### config.mk
export PLATFORM = sky130hd
export DESIGN_NAME = bp_train_unit_flat
export DESIGN_NICKNAME = d
export VERILOG_FILES = /design/src/rtl/bp_train_unit_if.sv /design/src/rtl/bp_train_unit.sv /design/src/flat_wrapper.sv
export SDC_FILE = /design/constraint.sdc
export NUM_CORES = 2
export LEC_CHECK = 0
export CAP_MARGIN = 20
export CORE_UTILIZATION = 50
export DETAILED_ROUTE_END_ITERATION = 8
export MAX_ROUTING_LAYER = met4
export PLACE_DENSITY = 0.62
export RECOVER_POWER = 50
export SYNTH_ARGS = -nofsm -noshare
export SYNTH_HDL_FRONTEND = slang
export SYNTH_SLANG_ARGS = --single-unit
### constraint.sdc
create_clock -name clk_i -period 11.6 [get_ports clk_i]
set_input_delay 2.32 -clock clk_i [delete_from_list [all_inputs] [get_ports clk_i]]
set_output_delay 2.32 -clock clk_i [all_outputs]
set_load 0.05 [all_outputs]
### src/rtl/bp_train_unit_if.sv
// Branch-training and fetch-lookup bundle for bp_train_unit.
// slave = predictor side, master = pipeline/fetch side.
interface bp_train_unit_if #(
  parameter int PC_WIDTH = 32,
  parameter int HIST_W   = 8
);
  logic                train_vaild_i;
  logic [PC_WIDTH-1:0] train_pc_i;
  logic [HIST_W-1:0]   train_hist_i;
  logic                train_taken_i;
  logic                train_global_pred_i;
  logic                train_local_pred_i;
  logic                train_full_o;
  logic [PC_WIDTH-1:0] lookup_pc_i;
  logic [HIST_W-1:0]   lookup_hist_i;
  logic                lookup_taken_o;
  logic                lookup_use_global_o;
  logic [7:0]          drop_cnt_o;
  logic [31:0]         mispred_cnt_o;
  logic [31:0]         update_cnt_o;

  modport master (
    output train_vaild_i, train_pc_i,
    output train_hist_i, train_taken_i,
    output train_global_pred_i,
    output train_local_pred_i,
    output lookup_pc_i, lookup_hist_i,
    input  train_full_o, lookup_taken_o,
    input  lookup_use_global_o, drop_cnt_o,
    input  mispred_cnt_o, update_cnt_o
  );

  modport slave (
    input  train_vaild_i, train_pc_i,
    input  train_hist_i, train_taken_i,
    input  train_global_pred_i,
    input  train_local_pred_i,
    input  lookup_pc_i, lookup_hist_i,
    output train_full_o, lookup_taken_o,
    output lookup_use_global_o, drop_cnt_o,
    output mispred_cnt_o, update_cnt_o
  );
endinterface

### src/rtl/bp_train_unit.sv
// Tournament predictor trainer: packet FIFO, 2-cycle RMW of GPHT/LPHT/CHO.
// Optional update/mispredict counters under BP_TRAIN_STATS_EN.
module bp_train_unit #(
  parameter int PC_WIDTH   = 32,
  parameter int HIST_W     = 8,
  parameter int IDX_W      = 8,
  parameter int FIFO_DEPTH = 4
) (
  input logic           clk_i,
  input logic           rst,
  bp_train_unit_if.slave bus
);
  localparam int TBL = 1 << IDX_W;
  localparam int AW  = $clog2(FIFO_DEPTH);
  localparam int CW  = AW + 1;
  localparam int HW  = (HIST_W < IDX_W) ? HIST_W : IDX_W;

  typedef enum logic [1:0] {
    S_IDLE,
    S_READ,
    S_WRITE
  } state_t;

  typedef struct packed {
    logic [IDX_W-1:0] lidx;
    logic [IDX_W-1:0] gidx;
    logic             taken;
    logic             gp;
    logic             lp;
  } pkt_t;

  function automatic logic [IDX_W-1:0] hfold(
    input logic [HIST_W-1:0] h
  );
    return IDX_W'(h[HW-1:0]);
  endfunction

  function automatic logic [1:0] sat(
    input logic [1:0] c,
    input logic       up
  );
    if (up) return (c == 2'b11) ? c : c + 2'b01;
    return (c == 2'b00) ? c : c - 2'b01;
  endfunction

  logic [1:0] r_gpht [TBL];
  logic [1:0] r_lpht [TBL];
  logic [1:0] r_cho  [TBL];

  pkt_t          r_fifo [FIFO_DEPTH];
  logic [AW-1:0] r_wp;
  logic [AW-1:0] r_rp;
  logic [CW-1:0] r_cnt;
  logic          r_full;
  logic [7:0]    r_drop;

  state_t r_state;
  state_t w_state_nxt;
  pkt_t   r_h;
  logic [1:0] r_g;
  logic [1:0] r_l;
  logic [1:0] r_c;

  logic          w_push;
  logic          w_pop;
  logic          w_drop;
  logic [CW-1:0] w_cnt_nxt;
  pkt_t          w_in;
  pkt_t          w_head;
  logic          w_unused;

  logic [IDX_W-1:0] w_lk_lidx;
  logic [IDX_W-1:0] w_lk_gidx;

  assign w_unused = ^{bus.train_pc_i,
                      bus.lookup_pc_i,
                      bus.train_hist_i,
                      bus.lookup_hist_i};

  always_comb begin
    w_in       = '0;
    w_in.lidx  = bus.train_pc_i[IDX_W+1:2];
    w_in.gidx  = w_in.lidx ^ hfold(bus.train_hist_i);
    w_in.taken = bus.train_taken_i;
    w_in.gp    = bus.train_global_pred_i;
    w_in.lp    = bus.train_local_pred_i;
  end

  // A WRITE frees a slot on the same edge, so a full FIFO still accepts.
  assign w_pop  = (r_state == S_WRITE);
  assign w_push = bus.train_vaild_i &
                  (~r_full | w_pop);
  assign w_drop = bus.train_vaild_i &
                  r_full & ~w_pop;
  assign w_cnt_nxt = r_cnt + CW'(w_push)
                   - CW'(w_pop);
  assign w_head = r_fifo[r_rp];

  always_ff @(posedge clk_i) begin
    if (rst) begin
      r_wp   <= '0;
      r_rp   <= '0;
      r_cnt  <= '0;
      r_full <= 1'b0;
      r_drop <= '0;
    end else begin
      if (w_push) begin
        r_fifo[r_wp] <= w_in;
        r_wp         <= r_wp + AW'(1);
      end
      if (w_pop) r_rp <= r_rp + AW'(1);
      r_cnt  <= w_cnt_nxt;
      r_full <= (w_cnt_nxt == CW'(FIFO_DEPTH));
      if (w_drop && r_drop != 8'hFF)
        r_drop <= r_drop + 8'd1;
    end
  end

  always_comb begin
    w_state_nxt = r_state;
    unique case (r_state)
      S_IDLE:
        if (r_cnt != '0) w_state_nxt = S_READ;
      S_READ:
        w_state_nxt = S_WRITE;
      S_WRITE:
        w_state_nxt = (w_cnt_nxt != '0) ?
                      S_READ : S_IDLE;
      default:
        w_state_nxt = S_IDLE;
    endcase
  end

  always_ff @(posedge clk_i) begin
    if (rst) r_state <= S_IDLE;
    else     r_state <= w_state_nxt;
  end

  always_ff @(posedge clk_i) begin
    if (r_state == S_READ) begin
      r_h <= w_head;
      r_g <= r_gpht[w_head.gidx];
      r_l <= r_lpht[w_head.lidx];
      r_c <= r_cho[w_head.lidx];
    end
  end

  always_ff @(posedge clk_i) begin
    if (rst) begin
      for (int i = 0; i < TBL; i++) begin
        r_gpht[i] <= 2'b01;
        r_lpht[i] <= 2'b01;
        r_cho[i]  <= 2'b10;
      end
    end else if (r_state == S_WRITE) begin
      r_gpht[r_h.gidx] <= sat(r_g, r_h.taken);
      r_lpht[r_h.lidx] <= sat(r_l, r_h.taken);
      // Chooser learns only when the components disagree.
      if (r_h.gp != r_h.lp)
        r_cho[r_h.lidx] <=
          sat(r_c, r_h.gp == r_h.taken);
    end
  end

  assign w_lk_lidx = bus.lookup_pc_i[IDX_W+1:2];
  assign w_lk_gidx = w_lk_lidx ^
                     hfold(bus.lookup_hist_i);

  assign bus.lookup_use_global_o =
    r_cho[w_lk_lidx][1];
  assign bus.lookup_taken_o =
    r_cho[w_lk_lidx][1] ? r_gpht[w_lk_gidx][1]
                        : r_lpht[w_lk_lidx][1];
  assign bus.train_full_o = r_full;
  assign bus.drop_cnt_o   = r_drop;

`ifdef BP_TRAIN_STATS_EN
  logic [31:0] r_upd;
  logic [31:0] r_misp;
  logic        w_fpred;

  assign w_fpred = r_c[1] ? r_h.gp : r_h.lp;

  always_ff @(posedge clk_i) begin
    if (rst) begin
      r_upd  <= '0;
      r_misp <= '0;
    end else if (r_state == S_WRITE) begin
      r_upd <= r_upd + 32'd1;
      if (w_fpred != r_h.taken)
        r_misp <= r_misp + 32'd1;
    end
  end

  assign bus.update_cnt_o  = r_upd;
  assign bus.mispred_cnt_o = r_misp;
`else
  assign bus.update_cnt_o  = '0;
  assign bus.mispred_cnt_o = '0;
`endif
endmodule

### src/flat_wrapper.sv
// flat-port wrapper written by rule: the top's interface ports become plain ports
module bp_train_unit_flat 
#(
  parameter int PC_WIDTH   = 32,
  parameter int HIST_W     = 8,
  parameter int IDX_W      = 8,
  parameter int FIFO_DEPTH = 4
)
  (clk_i, rst, bus_train_vaild_i, bus_train_pc_i, bus_train_hist_i, bus_train_taken_i, bus_train_global_pred_i, bus_train_local_pred_i, bus_lookup_pc_i, bus_lookup_hist_i, bus_train_full_o, bus_lookup_taken_o, bus_lookup_use_global_o, bus_drop_cnt_o, bus_mispred_cnt_o, bus_update_cnt_o);
  bp_train_unit_if #(.PC_WIDTH(PC_WIDTH), .HIST_W(HIST_W)) bus_i ();
  input logic clk_i;
  input logic rst;
  input wire logic [$bits(bus_i.train_vaild_i)-1:0] bus_train_vaild_i;
  input wire logic [$bits(bus_i.train_pc_i)-1:0] bus_train_pc_i;
  input wire logic [$bits(bus_i.train_hist_i)-1:0] bus_train_hist_i;
  input wire logic [$bits(bus_i.train_taken_i)-1:0] bus_train_taken_i;
  input wire logic [$bits(bus_i.train_global_pred_i)-1:0] bus_train_global_pred_i;
  input wire logic [$bits(bus_i.train_local_pred_i)-1:0] bus_train_local_pred_i;
  input wire logic [$bits(bus_i.lookup_pc_i)-1:0] bus_lookup_pc_i;
  input wire logic [$bits(bus_i.lookup_hist_i)-1:0] bus_lookup_hist_i;
  output wire logic [$bits(bus_i.train_full_o)-1:0] bus_train_full_o;
  output wire logic [$bits(bus_i.lookup_taken_o)-1:0] bus_lookup_taken_o;
  output wire logic [$bits(bus_i.lookup_use_global_o)-1:0] bus_lookup_use_global_o;
  output wire logic [$bits(bus_i.drop_cnt_o)-1:0] bus_drop_cnt_o;
  output wire logic [$bits(bus_i.mispred_cnt_o)-1:0] bus_mispred_cnt_o;
  output wire logic [$bits(bus_i.update_cnt_o)-1:0] bus_update_cnt_o;
  assign bus_i.train_vaild_i = bus_train_vaild_i;
  assign bus_i.train_pc_i = bus_train_pc_i;
  assign bus_i.train_hist_i = bus_train_hist_i;
  assign bus_i.train_taken_i = bus_train_taken_i;
  assign bus_i.train_global_pred_i = bus_train_global_pred_i;
  assign bus_i.train_local_pred_i = bus_train_local_pred_i;
  assign bus_i.lookup_pc_i = bus_lookup_pc_i;
  assign bus_i.lookup_hist_i = bus_lookup_hist_i;
  assign bus_train_full_o = bus_i.train_full_o;
  assign bus_lookup_taken_o = bus_i.lookup_taken_o;
  assign bus_lookup_use_global_o = bus_i.lookup_use_global_o;
  assign bus_drop_cnt_o = bus_i.drop_cnt_o;
  assign bus_mispred_cnt_o = bus_i.mispred_cnt_o;
  assign bus_update_cnt_o = bus_i.update_cnt_o;
  bp_train_unit #(.PC_WIDTH(PC_WIDTH), .HIST_W(HIST_W), .IDX_W(IDX_W), .FIFO_DEPTH(FIFO_DEPTH)) u_core (.clk_i(clk_i), .rst(rst), .bus(bus_i));
endmodule
Word-level counts from Yosys, hierarchy flattened --
Memory sizes are Yosys's and may differ from the RTL's. A register that Yosys moved wholly into a read port is not among the register bits. Cells that the tools add are included.
Storage, ports and cells: flip-flop bits (word level) 37, bits in writable memories 1612, bits of input ports 86, logic and storage cells 107, memories 4
Cells by class: add/sub/neg operators 11, equality and inequality tests 10, mux-type cells 53, bitwise gates (word level) 8, reductions and logical operators 10
Memory list:
- u_core.r_cho | words 256, width 2, rd ports 2, clocked after Yosys merged registers in 1, wr ports 256, RTL line bp_train_unit.sv:48 | logic [1:0] r_cho [TBL];
- u_core.r_gpht | words 256, width 2, rd ports 2, clocked after Yosys merged registers in 1, wr ports 256, RTL line bp_train_unit.sv:46 | logic [1:0] r_gpht [TBL];
- u_core.r_lpht | words 256, width 2, rd ports 2, clocked after Yosys merged registers in 1, wr ports 256, RTL line bp_train_unit.sv:47 | logic [1:0] r_lpht [TBL];
- u_core.r_fifo | words 4, width 19, rd ports 1, clocked after Yosys merged registers in 1, wr ports 1, RTL line bp_train_unit.sv:50 | pkt_t r_fifo [FIFO_DEPTH];
Operator list (number):
- 2-bit two-way mux | 25
- 1-bit two-way mux | 24
- 8-bit two-way mux | 3
- 8-bit XOR | 2
- 2-bit by 1-bit adder with 2-bit output (second input constant) | 5
- 8-bit by 1-bit adder with 8-bit output (second input constant) | 1
- 2-bit equality test (second input constant) | 4
- 2-bit zero test | 4
- 8-bit inequality test (second input constant) | 1
- 2-bit one-hot mux with 3 select lines | 1
- 3-bit nonzero test | 2
- 2-bit OR reduction | 3
- 2-bit by 1-bit subtractor with 2-bit output (second input constant) | 3
- 3-bit by 1-bit adder with 3-bit output | 1
- 1-bit AND | 3
- 3-bit equality test (second input constant) | 1
- 3-bit by 1-bit subtractor with 3-bit output | 1
- 2-bit by 1-bit equality test with 1-bit output (second input constant) | 1
- 2-bit by 1-bit inequality test with 1-bit output (second input constant) | 1
- 1-bit inverter | 2
- 1-bit equality test | 1
- 1-bit logical AND | 1
- 1-bit inequality test | 1
- 1-bit bitwise OR | 1

Logic depth before layout (Yosys ltp) --
depth in word-level cells 10, depth in mapped cells 15, gate-level depth less buffers 11

Worst setup path after synthesis --
No wires, ideal clock.
path type input -> output, start point in bus_lookup_pc_i[2], end point out bus_lookup_taken_o, arrival time 6.219 ns, required time 9.280 ns, setup slack 3.061 ns, stages 12, cell sequence buf_4 buf_4 buf_2 and3_1 clkbuf_1 a22oi_1 nand3_1 or3_1 o21ai_0 nor4_1 o31ai_1 mux2i_1
On the way: elaborated cells on any way between the ends 5
RTL lines:
- start, declared | RTL line flat_wrapper.sv:19 | input wire logic [$bits(bus_i.lookup_pc_i)-1:0] bus_lookup_pc_i;
- memory read 256 x 2 bit
- net bus_lookup_use_global_o | RTL line flat_wrapper.sv:23 | output wire logic [$bits(bus_i.lookup_use_global_o)-1:0] bus_lookup_use_global_o;
- 1-bit two-way mux | RTL line bp_train_unit.sv:172 | r_cho[w_lk_lidx][1] ? r_gpht[w_lk_gidx][1]
- end, declared | RTL line flat_wrapper.sv:22 | output wire logic [$bits(bus_i.lookup_taken_o)-1:0] bus_lookup_taken_o;
The timed path passes the listed nets, and every way through them passes these cells.

Worst setup path after layout --
start point in bus_lookup_hist_i[0], end point out bus_lookup_taken_o
On the way: longest elaborated chain between the ends 3
Ends and longest elaborated chain:
- start, declared | RTL line flat_wrapper.sv:20 | input wire logic [$bits(bus_i.lookup_hist_i)-1:0] bus_lookup_hist_i;
- 8-bit XOR | RTL line bp_train_unit.sv:166 | assign w_lk_gidx = w_lk_lidx ^
- memory read 256 x 2 bit
- 1-bit two-way mux | RTL line bp_train_unit.sv:172
No other way between the ends.

==> results_dict.tcl <==
set metrics [dict create \
    status "finished, violations left" \
    violations "capacitance limit, slew limit" \
    min_to "u_core.r_state[0]$_SDFFE_PP0P_" \
    yosys_register_bits 1657 \
    layout.nets 6934 \
    yosys_warnings 0 \
    synth_area_per_cell_um2 12.0 \
    area_growth_pct 8.28 \
    cts_resized 0 \
    place_hpwl_um 173000 \
    drc 0 \
    grt_max_degree 220 \
    nFillCells 14706 \
    worst_pin_slew_ns 4.39 \
    power_density_nw_per_um2 179 \
    crit_path_max_incr_delay_ns 0.76 \
    finalSetupViolCount 0 \
    vias 64986 \
    wire_per_inst_um 32.3 \
    drive_gt1_share_pct 12.8 \
    max_slew_margin_pct -193 \
    hp-start "u_core.r_state[1]$_SDFFE_PP0P_" \
    critical_path_buf_inv_count 3 \
    overflow 0 \
    r2r_cells 11 \
    min_path_cells 1 \
    p_comb_share_pct 25.8 \
    drt_first_pass_iters 6 \
    hold_path_class "register to register" \
    path_class "input port to primary output" \
    vias_per_cell 6.97 \
    path_common_cell "clkdlybuf4s50_1" \
    min_period_ns 9.70 \
    synthesis.area_um2 87600 \
    p_sw_share_pct 34.9 \
    die_x_um 420 \
    initial_utilization_pct 50.4 \
    antenna_found_initial 12 \
    synth_area_leaders "edfxtp_1, mux4_2, a21o_1" \
    finalHoldViolCount 0 \
    startpoint_type "input port" \
    r2r_slack_ns 3.19 \
    crit_required_ns 9.28 \
    cts_buffers 181 \
    htreeDepth 4 \
    fmax_mhz 103 \
    layout_commonest_cell "edfxtp_1" \
    power.total_uw 17000 \
    netlist.area_leader.share_pct 56.1 \
    setup_tns_ns 0 \
    crit_chain "clkdlybuf4s50_1 > xor2_4 > buf_4 > mux4_2 > a22o_1 > a221oi_1 > o22ai_1 > nor4_1 > or4_1 > mux2i_1 > clkdlybuf4s50_1" \
    multi_input_area_um2 34500 \
    p_leak_uw 0.0297 \
    core_area_um2 174000 \
    tritoncts "built" \
    synth_edf_count 1637 \
    placementRows 153 \
    slew_viol_final 2380 \
    worst_slack_ns 1.90 \
    hold_buffers 0 \
    seqPwrFrac_pct 40.5 \
    cp.arrival_ns 7.38 \
    r2r_end "u_core.r_c[0]$_DFFE_PN_" \
    syn_inst 7287 \
    seq_area_frac_synth_pct 56.6 \
    ir_drop_mv 0.304 \
    die-area_um2 177000 \
    rsz0062_at_grt "false" \
    dp_slack_ns 1.88 \
    synth-main-ff-cell "edfxtp_1" \
    skew_ns 0.0569 \
    crit_slowest_cell "clkdlybuf4s50_1" \
    intPower_uw 11100 \
    insertion_delay_ns 0.86 \
    synth-async-reset-ratio_pct 0 \
    regArea_um2 49600 \
    grt.total_usage_pct 34.8 \
    ant_nets 0 \
    final_cell_mix "edfxtp_1, nand2_1, nand3_1" \
    grt_pass1_vias 62182 \
    clkPwrFrac_pct 33.7 \
    p_switching_uw 5920 \
    globalplace.congestion 0.936 \
    final_min_period_over_clock_period_pct 83.7 \
    cap_violations 67 \
    cts_setup_buffers 0 \
    crit_family "buffers and inverters" \
    root_buffer "clkbuf_16" \
    crit_path_max_fanout 20 \
    drtIter0Drc 10187 \
    synth_top_area_cell "edfxtp_1" \
    grt_pass1_wl_um 433000 \
    ys_types 66 \
    io_pins 161 \
    clkSinkCount 1657 \
    ctsLongestPathBuffers 3 \
    port_buffers 48 \
    die_h_um 420 \
    endpoint_kind "primary output" \
    clk_pin_slew_worst_paths_ns 0.06 \
    routed_wl_um 301000 \
]
[per-layer routing]
metal  vias up  routed length [um]  global-route usage [%]
met2      4593              136000                    51.2
met5         -                   0                       -
met3       829               37500                    7.36
li1      26766                   -                       -
met1     32798              112000                    46.1
met4         0               15500                    16.2
[synthesized netlist by cell type (all sizes together), types with 12 or more instances]
library cell	number
nor4	53
a31oi	45
a22oi	17
nand4	57
buf	286
or2	20
a311oi	54
nor2b	117
or3	12
o221ai	47
edfxtp	1637
mux2	18
a211oi	112
dfxtp	20
o21ai	25
nand2	771
a311o	13
o22ai	54
and2	15
a221oi	14
mux2i	339
inv	15
clkbuf	658
mux4	357
nand3	533
o21bai	309
nor3	483
and3	43
xor2	23
nor2	415
xnor2	14
nand2b	29
a21oi	124
a21o	453
a2111oi	13
[flip-flops by register name, summed over array words and instances (netlist names), named ones only]
signal / cells
u_core.bus.drop_cnt_o: 8
u_core.bus.train_full_o: 1
u_core.r_c: 2
u_core.r_cho: 512
u_core.r_cnt: 3
u_core.r_fifo: 76
u_core.r_g: 2
u_core.r_gpht: 512
u_core.r_h: 19
u_core.r_l: 2
u_core.r_lpht: 512
u_core.r_rp: 2
u_core.r_state: 2
u_core.r_wp: 2
[logic make-up (layout without fill, tap and decap cells)]
group / after synthesis / in the layout / synth area share [%]
compound gates: 1344 / 1344 / 11.3
xor+xnor: 37 / 37 / 0.387
fa+ha+maj: 12 / 12 / 0.166
buf+inv: 961 / 602 / 4.80
flops: 1657 / 1657 / 56.6
mux: 714 / 714 / 13.3
other cells: 1 / 70 / 0.00428
simple gates: 2561 / 2561 / 13.5
[power groups by stage]
stage,sequential [uW],combinational [uW],clock [uW]
global placement,6980,4180,0
floorplan,6910,2790,0
global route,6890,4520,5960
CTS,6870,4230,5740
finish,6880,4390,5720
detailed placement,6990,4220,0
[worst max-delay path by stage]
stage | from | endpoint | slack, ns | cells past startpoint
floorplan | bus_lookup_pc_i[2] | bus_lookup_taken_o | 3.06 | 12
global placement | bus_lookup_hist_i[0] | bus_lookup_taken_o | 1.87 | 10
detailed placement | bus_lookup_hist_i[0] | bus_lookup_taken_o | 1.88 | 10
CTS | bus_lookup_hist_i[0] | bus_lookup_taken_o | 1.87 | 10
global route | bus_lookup_hist_i[0] | bus_lookup_taken_o | 1.79 | 11
finish | bus_lookup_hist_i[0] | bus_lookup_taken_o | 1.90 | 11
[per-stage QoR]
stage / area (um2) / cells / hold WS (ns) / utilization, %
after floorplan: 87800 / 7350 / 0.453 / -
after global placement: 89100 / 8960 / 0.509 / 51.2
after detailed placement: 89200 / 8967 / 0.513 / 51.3
after CTS: 95000 / 9300 / 0.528 / 54.6
after global routing: 94800 / 9322 / 0.541 / 54.5
final: 94800 / 9322 / 0.502 / 54.5
[area by class of cell]
| type | instances | share of cell area, % |
|---|---|---|
| multi-input cells | 4732 | 36.3 |
| diodes | 6 | 0.0158 |
| clock buffers | 222 | 5.00 |
| clock inverters | 111 | 1.09 |
| flip-flops and latches | 1657 | 52.3 |
| repair buffers | 252 | 2.14 |
| well taps | 2325 | 3.07 |
| inverters | 17 | 0.0845 |
[worst reg2reg max path, stage by stage (launching register included)]
cell and delay (ns):
dfxtp_1 0.31, clkbuf_1 1.19, mux2_8 0.62, inv_8 0.66, clkbuf_1 2.52, mux2i_1 0.45
o221ai_1 0.21, a31oi_1 0.58, nor4_1 0.17, nor4_1 0.86, a211oi_1 0.26, a311o_1 0.34
No activity file was read; power rests on OpenSTA's default activity.
